### src/rtl/wb_trace_display.sv
// wb_trace_display
// Captures register-writeback events into a small FIFO and shows them on the
// 4-digit HEX display. A debounced step key walks through the captured entries.
// When nothing is being browsed, the display shows the most recent writeback.
//
// Ports
//   I_CLOCK            pipeline clock
//   I_RESET_N          asynchronous active-low reset
//   I_LOCK             pipeline lock; captures are ignored while low
//   I_WriteBackEnable  writeback valid this cycle
//   I_WriteBackRegIdx  destination register index
//   I_WriteBackData    value written (REG_WIDTH bits)
//   I_KEY_N            raw step key, active-low, asynchronous
//   O_Digits           four nibbles for the SevenSeg decoders (HEX3..HEX0)
//   O_RegIdx           register index of the displayed value
//   O_View             1 = browsing the FIFO, 0 = live view
//   O_Count            number of entries held
//   O_Empty / O_Full   FIFO status
//   O_Overflow         sticky: an event was dropped because the FIFO was full
module wb_trace_display #(
    parameter int REG_WIDTH       = 16,
    parameter int DEPTH           = 16,
    parameter int DEBOUNCE_CYCLES = 65536
) (
    input  logic                       I_CLOCK,
    input  logic                       I_RESET_N,
    input  logic                       I_LOCK,
    input  logic                       I_WriteBackEnable,
    input  logic [3:0]                 I_WriteBackRegIdx,
    input  logic [REG_WIDTH-1:0]       I_WriteBackData,
    input  logic                       I_KEY_N,
    output logic [15:0]                O_Digits,
    output logic [3:0]                 O_RegIdx,
    output logic                       O_View,
    output logic [$clog2(DEPTH):0]     O_Count,
    output logic                       O_Empty,
    output logic                       O_Full,
    output logic                       O_Overflow
);

    localparam int AW  = $clog2(DEPTH);
    localparam int CW  = AW + 1;
    localparam int DBW = $clog2(DEBOUNCE_CYCLES + 1);
    localparam int EW  = REG_WIDTH + 4;

    typedef enum logic [0:0] {
        ST_LIVE = 1'b0,
        ST_VIEW = 1'b1
    } state_t;

    // Key path
    logic           key_meta_r;
    logic           key_sync_r;
    logic           key_deb_r;
    logic [DBW-1:0] deb_cnt_r;
    logic           step_r;

    // FIFO and live capture
    logic [EW-1:0]          mem_r [DEPTH];
    logic [AW-1:0]          wr_ptr_r;
    logic [AW-1:0]          rd_ptr_r;
    logic [CW-1:0]          count_r;
    logic                   overflow_r;
    logic [3:0]             last_idx_r;
    logic [REG_WIDTH-1:0]   last_data_r;
    state_t                 state_r;

    logic                   push_s;
    logic                   pop_s;
    logic                   accept_s;
    logic                   empty_s;
    logic                   full_s;
    logic [EW-1:0]          head_s;
    logic [3:0]             head_idx_s;
    logic [REG_WIDTH-1:0]   head_data_s;
    logic [15:0]            head_disp_s;
    logic [15:0]            live_disp_s;

    // Synchroniser, stability counter and single step pulse on debounced press
    always_ff @(posedge I_CLOCK or negedge I_RESET_N) begin
        if (!I_RESET_N) begin
            key_meta_r <= 1'b1;
            key_sync_r <= 1'b1;
            key_deb_r  <= 1'b1;
            deb_cnt_r  <= {DBW{1'b0}};
            step_r     <= 1'b0;
        end else begin
            key_meta_r <= I_KEY_N;
            key_sync_r <= key_meta_r;
            step_r     <= 1'b0;
            if (key_sync_r == key_deb_r) begin
                deb_cnt_r <= {DBW{1'b0}};
            end else if (deb_cnt_r == DBW'(DEBOUNCE_CYCLES - 1)) begin
                // Sample DEBOUNCE_CYCLES in a row differs: accept the new level.
                key_deb_r <= key_sync_r;
                deb_cnt_r <= {DBW{1'b0}};
                step_r    <= ~key_sync_r;
            end else begin
                deb_cnt_r <= deb_cnt_r + DBW'(1);
            end
        end
    end

    // FIFO control decode
    always_comb begin
        push_s   = I_LOCK & I_WriteBackEnable;
        empty_s  = (count_r == CW'(0));
        full_s   = (count_r == CW'(DEPTH));
        pop_s    = step_r & (state_r == ST_VIEW) & ~empty_s;
        // A pop in the same cycle frees a slot, so a push on a full FIFO still fits.
        accept_s = push_s & (~full_s | pop_s);
    end

    // FIFO storage write (data only, no reset needed: count gates visibility)
    always_ff @(posedge I_CLOCK) begin
        if (accept_s) begin
            mem_r[wr_ptr_r] <= {I_WriteBackRegIdx, I_WriteBackData};
        end
    end

    // Pointers, count, overflow flag, live register and view FSM
    always_ff @(posedge I_CLOCK or negedge I_RESET_N) begin
        if (!I_RESET_N) begin
            wr_ptr_r    <= {AW{1'b0}};
            rd_ptr_r    <= {AW{1'b0}};
            count_r     <= {CW{1'b0}};
            overflow_r  <= 1'b0;
            last_idx_r  <= 4'd0;
            last_data_r <= {REG_WIDTH{1'b0}};
            state_r     <= ST_LIVE;
        end else begin
            if (accept_s) begin
                wr_ptr_r <= wr_ptr_r + AW'(1);
            end
            if (pop_s) begin
                rd_ptr_r <= rd_ptr_r + AW'(1);
            end
            case ({accept_s, pop_s})
                2'b10:   count_r <= count_r + CW'(1);
                2'b01:   count_r <= count_r - CW'(1);
                default: count_r <= count_r;
            endcase
            if (push_s && !accept_s) begin
                overflow_r <= 1'b1;
            end
            // The live view tracks every push, including dropped ones.
            if (push_s) begin
                last_idx_r  <= I_WriteBackRegIdx;
                last_data_r <= I_WriteBackData;
            end
            case (state_r)
                ST_LIVE: begin
                    if (step_r && !empty_s) begin
                        state_r <= ST_VIEW;
                    end
                end
                ST_VIEW: begin
                    if (pop_s && (count_r == CW'(1)) && !accept_s) begin
                        state_r <= ST_LIVE;
                    end
                end
                default: state_r <= ST_LIVE;
            endcase
        end
    end

    // Head of FIFO unpacked into index and data
    always_comb begin
        head_s      = mem_r[rd_ptr_r];
        head_idx_s  = head_s[EW-1:REG_WIDTH];
        head_data_s = head_s[REG_WIDTH-1:0];
    end

    // Fit writeback data to the 16-bit display: truncate wide, zero-extend narrow.
    generate
        if (REG_WIDTH >= 16) begin : g_trunc
            assign head_disp_s = head_data_s[15:0];
            assign live_disp_s = last_data_r[15:0];
        end else begin : g_ext
            assign head_disp_s = {{(16 - REG_WIDTH){1'b0}}, head_data_s};
            assign live_disp_s = {{(16 - REG_WIDTH){1'b0}}, last_data_r};
        end
    endgenerate

    // Output selection between live register and FIFO head
    always_comb begin
        if (state_r == ST_VIEW) begin
            O_Digits = head_disp_s;
            O_RegIdx = head_idx_s;
        end else begin
            O_Digits = live_disp_s;
            O_RegIdx = last_idx_r;
        end
        O_View     = (state_r == ST_VIEW);
        O_Count    = count_r;
        O_Empty    = empty_s;
        O_Full     = full_s;
        O_Overflow = overflow_r;
    end

endmodule

### config.mk
export PLATFORM = sky130hd
export DESIGN_NAME = wb_trace_display
export DESIGN_NICKNAME = d
export VERILOG_FILES = /design/src/rtl/wb_trace_display.sv
export SDC_FILE = /design/constraint.sdc
export NUM_CORES = 1
export LEC_CHECK = 0
export CORE_MARGIN = 3
export CORE_UTILIZATION = 55
export DETAILED_ROUTE_END_ITERATION = 12
export PLACE_DENSITY = 0.73
export SETUP_SLACK_MARGIN = 0.4
export SYNTH_ARGS = -nofsm -noshare
export SYNTH_HDL_FRONTEND = slang
export SYNTH_SLANG_ARGS = --single-unit
export TNS_END_PERCENT = 5
### constraint.sdc
create_clock -name I_CLOCK -period 2.8 [get_ports I_CLOCK]
set_input_delay 0.28 -clock I_CLOCK [delete_from_list [all_inputs] [get_ports I_CLOCK]]
set_output_delay 0.28 -clock I_CLOCK [all_outputs]
set_load 0.1 [all_outputs]
# Yosys cells after proc, flatten, opt, wreduce, memory -nomap -nowiden
# Memories as Yosys holds them, arrays and structs flattened.
# Cells that the tools add are included.
[word_totals]
regBits = 56
latchBits = 0
mem_bits_rw = 320
mem_bits_ro = 0
input_bits = 25
output_inout_bits = 29
wordCells = 55
mem_count = 1
[mem_list]
columns = ["name", "words", "word_bits", "read_ports", "rd_ports_with_merged_regs", "write_ports", "line_no", "rtl"]
rows = [
  ["mem_r", 16, 20, 1, 0, 1, "59", "logic [EW-1:0] mem_r [DEPTH];"],
]
[op_classes]
n_addsub = 5
mul = 0
n_div = 0
order_cmp = 0
eq_ne = 6
shift = 0
muxes = 12
bitwise = 10
reduce_logical = 9
[ops]
columns = ["op", "n"]
rows = [
  ["two-way mux 17 bit", 2],
  ["adder 17 x 1 -> 17 bit (second input constant)", 1],
  ["== test 17 x 16 -> 1 bit (second input constant)", 1],
  ["two-way mux 16 bit", 1],
  ["one-hot mux 5 bit (2 select lines)", 1],
  ["adder 4 x 1 -> 4 bit (second input constant)", 2],
  ["two-way mux 1 bit", 6],
  ["adder 5 x 1 -> 5 bit (second input constant)", 1],
  ["== test 5 x 1 -> 1 bit (second input constant)", 1],
  ["== test 5 bit (second input constant)", 1],
  ["logical NOT 5 bit", 1],
  ["NOT 1 bit", 5],
  ["subtractor 5 x 1 -> 5 bit (second input constant)", 1],
  ["AND 1 bit", 4],
  ["logical AND 1 bit", 4],
  ["two-way mux 4 bit", 1],
  ["== test 2 x 1 -> 1 bit (second input constant)", 1],
  ["== test 2 bit (second input constant)", 1],
  ["logical NOT 1 bit", 2],
  ["one-hot mux 1 bit (2 select lines)", 1],
  ["AND reduction 2 bit", 1],
  ["nonzero test 2 bit", 1],
  ["== test 1 bit", 1],
  ["bitwise OR 1 bit", 1],
]

# Logic depth before layout (Yosys ltp)
# Gate-level depths: netlist (run 1).
[depth]
depth_word = 9
ltp_mapped = 7
depth_no_buf = 7

# Least setup slack after synthesis (run 1)
# Ideal clock, no wire load.
[synth_timing]
kind = "reg-to-output"
start = "register state_r (netlist: O_View)"
end = "output port O_Digits[0]"
t_arrival_ns = 3.159
required_ns = 2.520
slack_ns = -0.639
stages_incl_launch_ff = 4
path_buffers = 2
cell_sequence = "dfrtp_1 buf_6 dlygate4sd3_1 a21oi_1"
[synth_via]
elab_chain_len = 1
[synth_lines]
columns = ["item", "line_no", "rtl"]
rows = [
  ["start, declared", "66", "state_t state_r;"],
  ["start signal, assigned", "130", "state_r <= ST_LIVE;"],
  ["start signal, assigned", "154", "state_r <= ST_VIEW;"],
  ["start signal, assigned", "159", "state_r <= ST_LIVE;"],
  ["two-way mux 16 bit", "187", "if (state_r == ST_VIEW) begin"],
  ["end, declared", "32", "output logic [15:0] O_Digits,"],
]
# Every way passes these cells.

# Worst setup path in the final report (run 1)
[layout_timing]
start = "register rd_ptr_r[2]"
end = "output port O_Digits[11]"
[layout_via]
elab_chain_len = 2
[layout_lines]
columns = ["item", "line_no", "rtl"]
rows = [
  ["start, declared", "61", "logic [AW-1:0] rd_ptr_r;"],
  ["start signal, assigned", "125", "rd_ptr_r <= {AW{1'b0}};"],
  ["start signal, assigned", "136", "rd_ptr_r <= rd_ptr_r + AW'(1);"],
  ["memory read (16 x 20 bit)", "--", ""],
  ["two-way mux 16 bit", "187", ""],
]
# Every way passes these cells.

==> flow_metrics.tcl, run 1 <==
set metrics [dict create \
    worst_pin_slew_ps 914 \
    layout_common_cells "edfxtp_1, mux4_2, dfrtp_1" \
    antennaDiodeCount 0 \
    avgSynthCellArea_um2 20.0 \
    drc_errors 0 \
    grt_pass1_vias 8384 \
    synth_flop_cell "edfxtp_1" \
    clock_sinks 376 \
    hpwlAfterDp_mm 18.6 \
    rsz0062_at_grt "yes" \
    async_flop_share 0.149 \
    vias 7826 \
    violations "negative setup slack" \
    cts_buffers 38 \
    cp.arrival_ps 2550 \
    initial_core_util 0.569 \
    h-tree-depth 2 \
    synth-simple-area-share 0.0369 \
    grt-ovfl-total 0 \
    ant_nets 0 \
    maxCapViolCount 0 \
    synth_edf_count 320 \
    synth_cell_types 48 \
    place_ws_ps 276 \
    final_critical_path_setup_slack_ps -34.4 \
    vias_per_cell 6.45 \
    track_usage 0.242 \
    fin_crit_sh 1.01 \
    path_cells "buf_12 -> buf_12 -> buf_16 -> mux4_2 -> mux2_4 -> o22ai_4 -> a21oi_2 -> buf_12" \
    cp_slowest_cell "dfrtp_4" \
    vdd_ir_drop_max_mv 0.861 \
    synth_compound_area_frac 0.0317 \
    final_common_cell "edfxtp_1" \
    skew_ps 12.4 \
    holdWs_ps 170 \
    drive_gt1_frac 0.364 \
    path_delay_family "multiplexers" \
    hold_viol 0 \
    powerDensity_nw_per_um2 729 \
    design.die.area_um2 29400 \
    p_leak_nw 5.98 \
    fp.dieH_um 171 \
    ys_seq_area_frac 0.732 \
    nFillCells 1592 \
    yosysWarnings 0 \
    netlist.area_leader.share 0.639 \
    synth_area_leader_cell "edfxtp_1" \
    wl_per_cell_um 28.2 \
    critical_path.startpoint_type "register" \
    first_iter_violations 832 \
    cp-end-kind "output port" \
    status "complete, but fails checks" \
    cts-root-buf "clkbuf_16" \
    row_count 59 \
    antenna_found_initial 2 \
    synth_area_leaders "edfxtp_1, dfrtp_1, mux4_2" \
    synth_seq_cells 376 \
    syn_to_final_growth_pct 20.5 \
    routed_wl_mm 34.2 \
    slew_viol_final 0 \
    synth_top_family_by_area "multiplexers" \
    synth_nets 788 \
    cp_max_fo 8 \
    relSlewSlack 0.391 \
    port_buffers 53 \
    yosys.area_share.adder 0.00832 \
    tritoncts "done" \
    crit_required_ps 2520 \
    utilization 0.686 \
    muxShareOfSynthArea 0.157 \
    cp.buffers_inverters 4 \
    firstDrtPassIters 5 \
    clkSlewWorstSetupHoldPaths_ps 60 \
    finalPower_mw 13.2 \
    fin_setup_tns_ps -236 \
    fin_crit_ps 2830 \
    synth-xor-area-share 0.0128 \
    syn_area_um2 15000 \
    setup_viol 11 \
    max_freq_mhz 353 \
    gp_congestion 0.786 \
    nets 886 \
    syn_inst 753 \
    hold_path_class "input pin to register" \
    grt_pass1_wl_mm 52.1 \
    coreArea_um2 26400 \
    criticalPathCategory "register to output port" \
    grt_max_degree 57 \
    die_x_um 171 \
    max_stage_delay_ps 490 \
    clk_latency_ps 510 \
    io_pins 54 \
    critPathMostFrequentCell "buf_12" \
    cts_buffer_depth 3 \
]
-- through the flow --
stage,area (µm²),instances
after floorplan,15200,753
after global placement,16400,1130
after detailed placement,16400,1130
after CTS,18100,1213
after global routing,18100,1213
final,18100,1213
-- cell families (layout without fill, tap and decap cells) --
family / count (synthesis) / in the layout
buffers and inverters: 48 / 173
AND/OR/NAND/NOR: 96 / 96
AO/OA/AOI/OAI: 79 / 79
adder cells (fa/ha/maj): 10 / 10
XOR/XNOR: 22 / 22
flip-flops: 376 / 376
multiplexers: 122 / 122
-- per-layer routing --
layer	GRT usage	part of all wire
met5	0	0.00099
met4	0.0787	0.028
met3	0.0494	0.083
met2	0.386	0.49
met1	0.342	0.40
-- timing repair --
item / CTS / global route
gates cloned: 3 / 0
setup endpoints to repair: 179 / 78
gates resized for setup: 55 / 11
pin swaps: 1 / 3
hold endpoints to repair: 53 / 0
buffers inserted: 12 / 0
hold buffers: 1 / 0
-- worst reg2reg max path: cells and delay by family, from the launching register on --
kind | cells | cell delay [ps]
adders and majority gates | 1 | 160
and+or+nand+nor | 3 | 920
buffers and inverters | 2 | 220
AOI/OAI and AO/OA | 1 | 160
DFF | 1 | 470
-- state kept, by name (all words and copies together) (netlist names) --
register and cells:
O_Count 5, O_Overflow 1, O_View 1, deb_cnt_r 17, key_deb_r 1, key_meta_r 1, key_sync_r 1, last_data_r 16
last_idx_r 4, mem_r 320, rd_ptr_r 4, step_r 1, wr_ptr_r 4
-- report_power, final --
part,switching [mW],internal [mW],total (mW)
Combinational,1.05,0.520,1.57
Sequential,0.238,6.46,6.70
Clock,2.04,2.90,4.94
-- final cells by class --
type                       count  area, µm²  area share
sequential                   376      11000       0.609
inverter                       5       27.5     0.00152
timing repair buffer         101       1350      0.0746
multi-input combinational    329       4070       0.224
tap                          335        419      0.0231
clock buffer                  49       1080      0.0594
clock inverter                18        146     0.00808
-- cell usage after synthesis (5+ instances only) --
| master | number |
|---|---|
| nor2_1 | 18 |
| and4_1 | 7 |
| xnor2_1 | 14 |
| edfxtp_1 | 320 |
| inv_1 | 5 |
| ha_1 | 10 |
| and2_1 | 14 |
| mux4_1 | 22 |
| o22ai_1 | 41 |
| nand3_1 | 8 |
| buf_6 | 9 |
| mux2_2 | 42 |
| buf_2 | 15 |
| buf_4 | 6 |
| mux4_2 | 58 |
| a21oi_1 | 25 |
| nand4_1 | 9 |
| xor2_1 | 8 |
| dfrtp_1 | 53 |
| nand2_1 | 15 |
-- path summary, 6_finish.rpt --
check / startpoint / end / slack (ps) / cells past startpoint
max in group asynchronous: I_RESET_N / rd_ptr_r[2] / 1680 / 3
max: rd_ptr_r[2] / O_Digits[11] / -30 / 8
min reg2reg: key_meta_r / key_sync_r / 360 / 0
min in group asynchronous: I_RESET_N / deb_cnt_r[7] / 480 / 3
max reg2reg: O_Count[1] / mem_r[1][12] / 510 / 7
min: I_KEY_N / key_meta_r / 170 / 1
Power figures use the tool's default switching activity.
==> run 2: changes to the inputs <==
--- a/config.mk
+++ b/config.mk
@@ -5,8 +5,10 @@
 export SDC_FILE = /design/constraint.sdc
 export NUM_CORES = 1
 export LEC_CHECK = 0
+export ABC_CLOCK_PERIOD_IN_PS = 2800
 export CORE_MARGIN = 3
 export CORE_UTILIZATION = 55
+export CTS_CLUSTER_SIZE = 20
 export DETAILED_ROUTE_END_ITERATION = 12
 export PLACE_DENSITY = 0.73
 export SETUP_SLACK_MARGIN = 0.4
==> run 2 against run 1 <==
The run now ends clean. Critical path depth decreased by 1. Die area is the same. Power rose by 1.1%. Sequential power barely moved. Flip-flop and latch count unchanged. Clock skew shrank 5.7 ps. Setup slack better by 37 ps. Count of clock-buffer cells in the layout is 4 higher. First-iteration DRC count down 6.0%. Highest routed layer unchanged.
==> flow_metrics.tcl, run 2 (synthesis gave the netlist of run 1 again) <==
set metrics [dict create \
    rrSetupSlack_ps 470 \
    nFillCells 1564 \
    h-tree-depth 2 \
    status "completed" \
    utilization 0.693 \
    initial_core_util 0.569 \
    maxCapViolCount 0 \
    worst_pin_slew_ps 849 \
    wl_per_cell_um 28.3 \
    slew_viol_final 0 \
    die_x_um 171 \
    port_buffers 53 \
    fin_crit_ps 2800 \
    io_pins 54 \
    fin_area_um2 18300 \
    pwr-share-clk 0.379 \
    critical_path.startpoint_type "register" \
    powerDensity_nw_per_um2 729 \
    design.die.area_um2 29400 \
    drive_gt1_frac 0.392 \
    grt_pass1_vias 8434 \
    combPwrFrac 0.119 \
    clk_latency_ps 520 \
    crit_required_ps 2520 \
    seqCellArea_um2 11000 \
    p_leak_nw 6.02 \
    antennaDiodeCount 0 \
    cts_buffer_depth 3 \
    internal_power_mw 9.98 \
    clock_sinks 376 \
    criticalPathCategory "register to output port" \
    cts_buffers 38 \
    place_area_um2 16400 \
    vias 7842 \
    setup_viol 0 \
    nets 891 \
    final_common_cell "edfxtp_1" \
    finalPower_mw 13.4 \
    swShare 0.253 \
    fin_crit_sh 0.999 \
    hold_viol 0 \
    relSlewSlack 0.434 \
    firstDrtPassIters 5 \
    largest_reg_flops 320 \
    skew_ps 6.63 \
    antenna_found_initial 2 \
    top_regs "mem_r: 320 flops, deb_cnt_r: 17 flops, last_data_r: 16 flops" \
    first_iter_violations 782 \
    p_switching_mw 3.37 \
    cp_max_fo 5 \
    tritoncts "done" \
    track_usage 0.241 \
    max_freq_mhz 358 \
    largest-register "mem_r" \
    drc_errors 0 \
    min_path_cells 1 \
    grt_max_degree 57 \
    hpwlAfterDp_mm 18.6 \
    grt-ovfl-total 0 \
    grt_pass1_wl_mm 52.2 \
    ant_nets 0 \
    vias_per_cell 6.43 \
    row_count 59 \
    layout_common_cells "edfxtp_1, mux4_2, dfrtp_1" \
    final_critical_path_setup_slack_ps 3.06 \
    coreArea_um2 26400 \
    gp_congestion 0.786 \
    multi_input_area_um2 4180 \
    place_ws_ps 276 \
    r2r_cells 8 \
    p_seq_frac 0.503 \
    hold_path_class "input pin to register" \
    cp.arrival_ps 2520 \
    routed_wl_mm 34.5 \
    vdd_ir_drop_max_mv 0.856 \
    fp.dieH_um 171 \
    cts-root-buf "clkbuf_16" \
    cp-end-kind "output port" \
    clkSlewWorstSetupHoldPaths_ps 60 \
    rsz0062_at_grt "yes" \
    syn_to_final_growth_pct 21.8 \
]
[run 2: stage by stage]
stage | hold WS, ps | setup TNS (ps) | instances
CTS | 151 | 0 | 1218
finish | 169 | 0 | 1220
global placement | 350 | 0 | 1130
floorplan | -15.6 | 0 | 753
global route | 171 | -143 | 1220
detailed placement | 348 | 0 | 1130
[run 2: path summary, 6_finish.rpt]
path | start | endpoint
hold reg to reg | key_meta_r | key_sync_r
hold / removal | I_KEY_N | key_meta_r
max in group asynchronous | I_RESET_N | rd_ptr_r[2]
setup / recovery | rd_ptr_r[2] | O_Digits[12]
setup reg to reg | O_Count[1] | mem_r[6][2]
min in group asynchronous | I_RESET_N | deb_cnt_r[7]
[run 2: cell type report]
| cell class | instances | area share |
|---|---|---|
| well taps | 335 | 0.0229 |
| clock inverters | 16 | 0.00738 |
| multi-input cells | 329 | 0.228 |
| inverters | 5 | 0.00150 |
| flip-flops and latches | 376 | 0.603 |
| clock buffers | 53 | 0.0612 |
| repair buffers | 106 | 0.0760 |
[run 2: metal layers]
layer / GRT usage / vias to the layer above / share of wire
li1: - / 3305 / -
met1: 0.342 / 4118 / 0.40
met2: 0.389 / 350 / 0.50
met3: 0.0473 / 65 / 0.079
met4: 0.0735 / 4 / 0.024
met5: 0 / - / 0.00098
[run 2: power groups by stage]
stage | clock network [mW] | registers [mW] | logic [mW]
3_3_place_gp | 0 | 6.75 | 1.47
4_1_cts | 5.09 | 6.69 | 1.55
2_1_floorplan | 0 | 7.00 | 0.751
3_5_place_dp | 0 | 6.79 | 1.52
6_report | 5.05 | 6.71 | 1.59
5_1_grt | 5.31 | 6.75 | 1.68
[run 2: repair_timing]
action | 4_1_cts | 5_1_grt
hold buffers | 1 | 0
gates resized for setup | 72 | 36
endpoints found under the hold margin | 53 | 0
pin swaps | 2 | 4
cloned | 2 | 1
endpoints found under the setup margin | 179 | 219
setup buffers | 16 | 1
[run 2: critical path, cell delays in order (launching register included)]
cell,delay (ps)
dfrtp_4,460
buf_8,160
clkbuf_16,160
mux4_2,510
mux2_4,300
o22ai_4,130
a21oi_4,80
buf_12,200
==> run 3: changes to the inputs <==
--- a/config.mk
+++ b/config.mk
@@ -7,10 +7,9 @@
 export LEC_CHECK = 0
 export ABC_CLOCK_PERIOD_IN_PS = 2800
 export CORE_MARGIN = 3
-export CORE_UTILIZATION = 55
+export CORE_UTILIZATION = 45
 export CTS_CLUSTER_SIZE = 20
 export DETAILED_ROUTE_END_ITERATION = 12
-export PLACE_DENSITY = 0.73
 export SETUP_SLACK_MARGIN = 0.4
 export SYNTH_ARGS = -nofsm -noshare
 export SYNTH_HDL_FRONTEND = slang
==> run 3 against run 2 <==
Via count decreased by 2.7%. Critical path type unchanged. Critical endpoint is now O_Digits[10]. Setup slack improved by 82 ps. Largest cell class unchanged. First-iteration DRC count decreased by 7.0%. Highest routed layer is now met4. Worst hold slack improved by 11 ps. Clock skew increased by 12 ps. Count of clock-buffer cells in the layout increased by 6. Non-clock buffer count decreased by 5. Final cell count increased by 8.4%. Largest power group unchanged. Power decreased by 1.5%. Global-route usage decreased by 4.8 points. Register-to-register slack got worse by 160 ps.
==> flow_metrics.tcl, run 3 (synthesis gave the netlist of run 1 again) <==
set metrics [dict create \
    critical_path.startpoint_type "register" \
    tritoncts "done" \
    ant_nets 0 \
    cp.arrival_ps 2430 \
    grt-ovfl-total 0 \
    wl_per_cell_um 25.5 \
    finalPower_mw 13.2 \
    powerDensity_nw_per_um2 714 \
    syn_to_final_growth_pct 22.5 \
    drc_errors 0 \
    gp_congestion 0.768 \
    hpwlAfterDp_mm 19.0 \
    cp-end-kind "output port" \
    nets 886 \
    fin_setup_tns_ps 0 \
    cts_buffer_depth 3 \
    rrSetupSlack_ps 310 \
    vdd_ir_drop_max_mv 0.872 \
    port_buffers 53 \
    multi_input_area_um2 4190 \
    largest-register "mem_r" \
    hold_path_class "input pin to register" \
    relSlewSlack 0.559 \
    clk_latency_ps 520 \
    maxCapViolCount 0 \
    fin_crit_sh 0.970 \
    grt_max_degree 45 \
    clock_sinks 376 \
    seqCellArea_um2 11000 \
    drive_gt1_frac 0.381 \
    track_usage 0.194 \
    nFillCells 2474 \
    cp_max_fo 4 \
    status "completed" \
    die_x_um 189 \
    worst_pin_slew_ps 660 \
    grt_pass1_wl_mm 51.4 \
    top_regs "mem_r: 320 flops, deb_cnt_r: 17 flops, last_data_r: 16 flops" \
    first_iter_violations 727 \
    routed_wl_mm 33.7 \
    slew_viol_final 0 \
    grt_pass1_vias 7982 \
    rsz0062_at_grt "yes" \
    firstDrtPassIters 4 \
    vias_per_cell 5.77 \
    fp.dieH_um 189 \
    cts_buffers 38 \
    hold_viol 0 \
    initial_core_util 0.460 \
    row_count 66 \
    criticalPathCategory "register to output port" \
    p_leak_nw 6.00 \
    final_common_cell "edfxtp_1" \
    skew_ps 18.2 \
    layout_common_cells "edfxtp_1, mux4_2, dfrtp_1" \
    max_freq_mhz 368 \
    fin_crit_ps 2710 \
    vias 7632 \
    antennaDiodeCount 0 \
    cts-root-buf "clkbuf_16" \
    design.die.area_um2 35600 \
    io_pins 54 \
    clkSlewWorstSetupHoldPaths_ps 60 \
    h-tree-depth 2 \
    largest_reg_flops 320 \
    antenna_found_initial 0 \
    crit_required_ps 2520 \
    coreArea_um2 32700 \
    setup_viol 0 \
]
[run 3: cell types whose count changed in the layout (fill, tap and decap cells not counted), moves of 3 or more]
| cell | change |
|---|---|
| buf_12 | +6 |
| o22ai_4 | +3 |
| and2_4 | -3 |
| clkinvlp_4 | -4 |
| clkbuf_1 | +7 |
| o22ai_1 | -3 |
| buf_4 | -7 |
| clkbuf_16 | -3 |
| and2_2 | +3 |
[run 3: where the power goes]
group          internal [mW]  switching [mW]  total [mW]
clock network           2.91            1.99        4.91
registers               6.46           0.221        6.68
logic                  0.507            1.05        1.56
total                   9.88            3.27        13.2
[run 3: area by class of cell]
type,count,area share
multi-input cells,329,0.228
clock inverters,10,0.00543
well taps,442,0.0300
flip-flops and latches,376,0.599
clock buffers,59,0.0603
repair buffers,101,0.0765
inverters,5,0.00122
[run 3: worst max-delay path: stages (launching register included)]
cell and delay (ps):
dfrtp_4 440, buf_6 150, buf_6 120, mux4_2 490, mux2_4 290, o22ai_4 160, a21oi_4 70, buf_12 190
[run 3: layer usage]
metal	track usage	part of all wire	vias to the layer above	wire, µm
met3	0.0313	0.053	43	1790
met5	0	0	-	0
li1	-	-	3279	-
met1	0.282	0.44	4081	15000
met2	0.314	0.49	229	16400
met4	0.0392	0.015	0	501
[run 3: through the flow]
step / cells / hold slack, ps / cell area (µm²) / utilization / worst slack (ps)
2_1_floorplan: 753 / -15.6 / 15200 / - / 360
3_3_place_gp: 1234 / 309 / 16700 / 0.509 / 277
3_5_place_dp: 1234 / 322 / 16700 / 0.509 / 254
4_1_cts: 1321 / 155 / 18400 / 0.562 / 60.6
5_1_grt: 1322 / 176 / 18400 / 0.564 / 15.8
6_report: 1322 / 181 / 18400 / 0.564 / 85.3
[run 3: worst paths after layout]
kind / start / cells after the start / end
worst max-delay path: rd_ptr_r[2] / 7 / O_Digits[10]
max in group asynchronous: I_RESET_N / 4 / last_data_r[7]
worst min-delay path: I_KEY_N / 1 / key_meta_r
worst max register to register: O_Count[0] / 8 / mem_r[11][18]
min in group asynchronous: I_RESET_N / 2 / deb_cnt_r[0]
worst min register to register: key_meta_r / 0 / key_sync_r
[run 3: timing repair]
action	CTS	global route
endpoints found under the setup margin	274	284
resized for setup	84	11
cloned	3	0
hold buffers	1	0
pin swaps	8	6
setup buffers	14	1
endpoints found under the hold margin	19	0
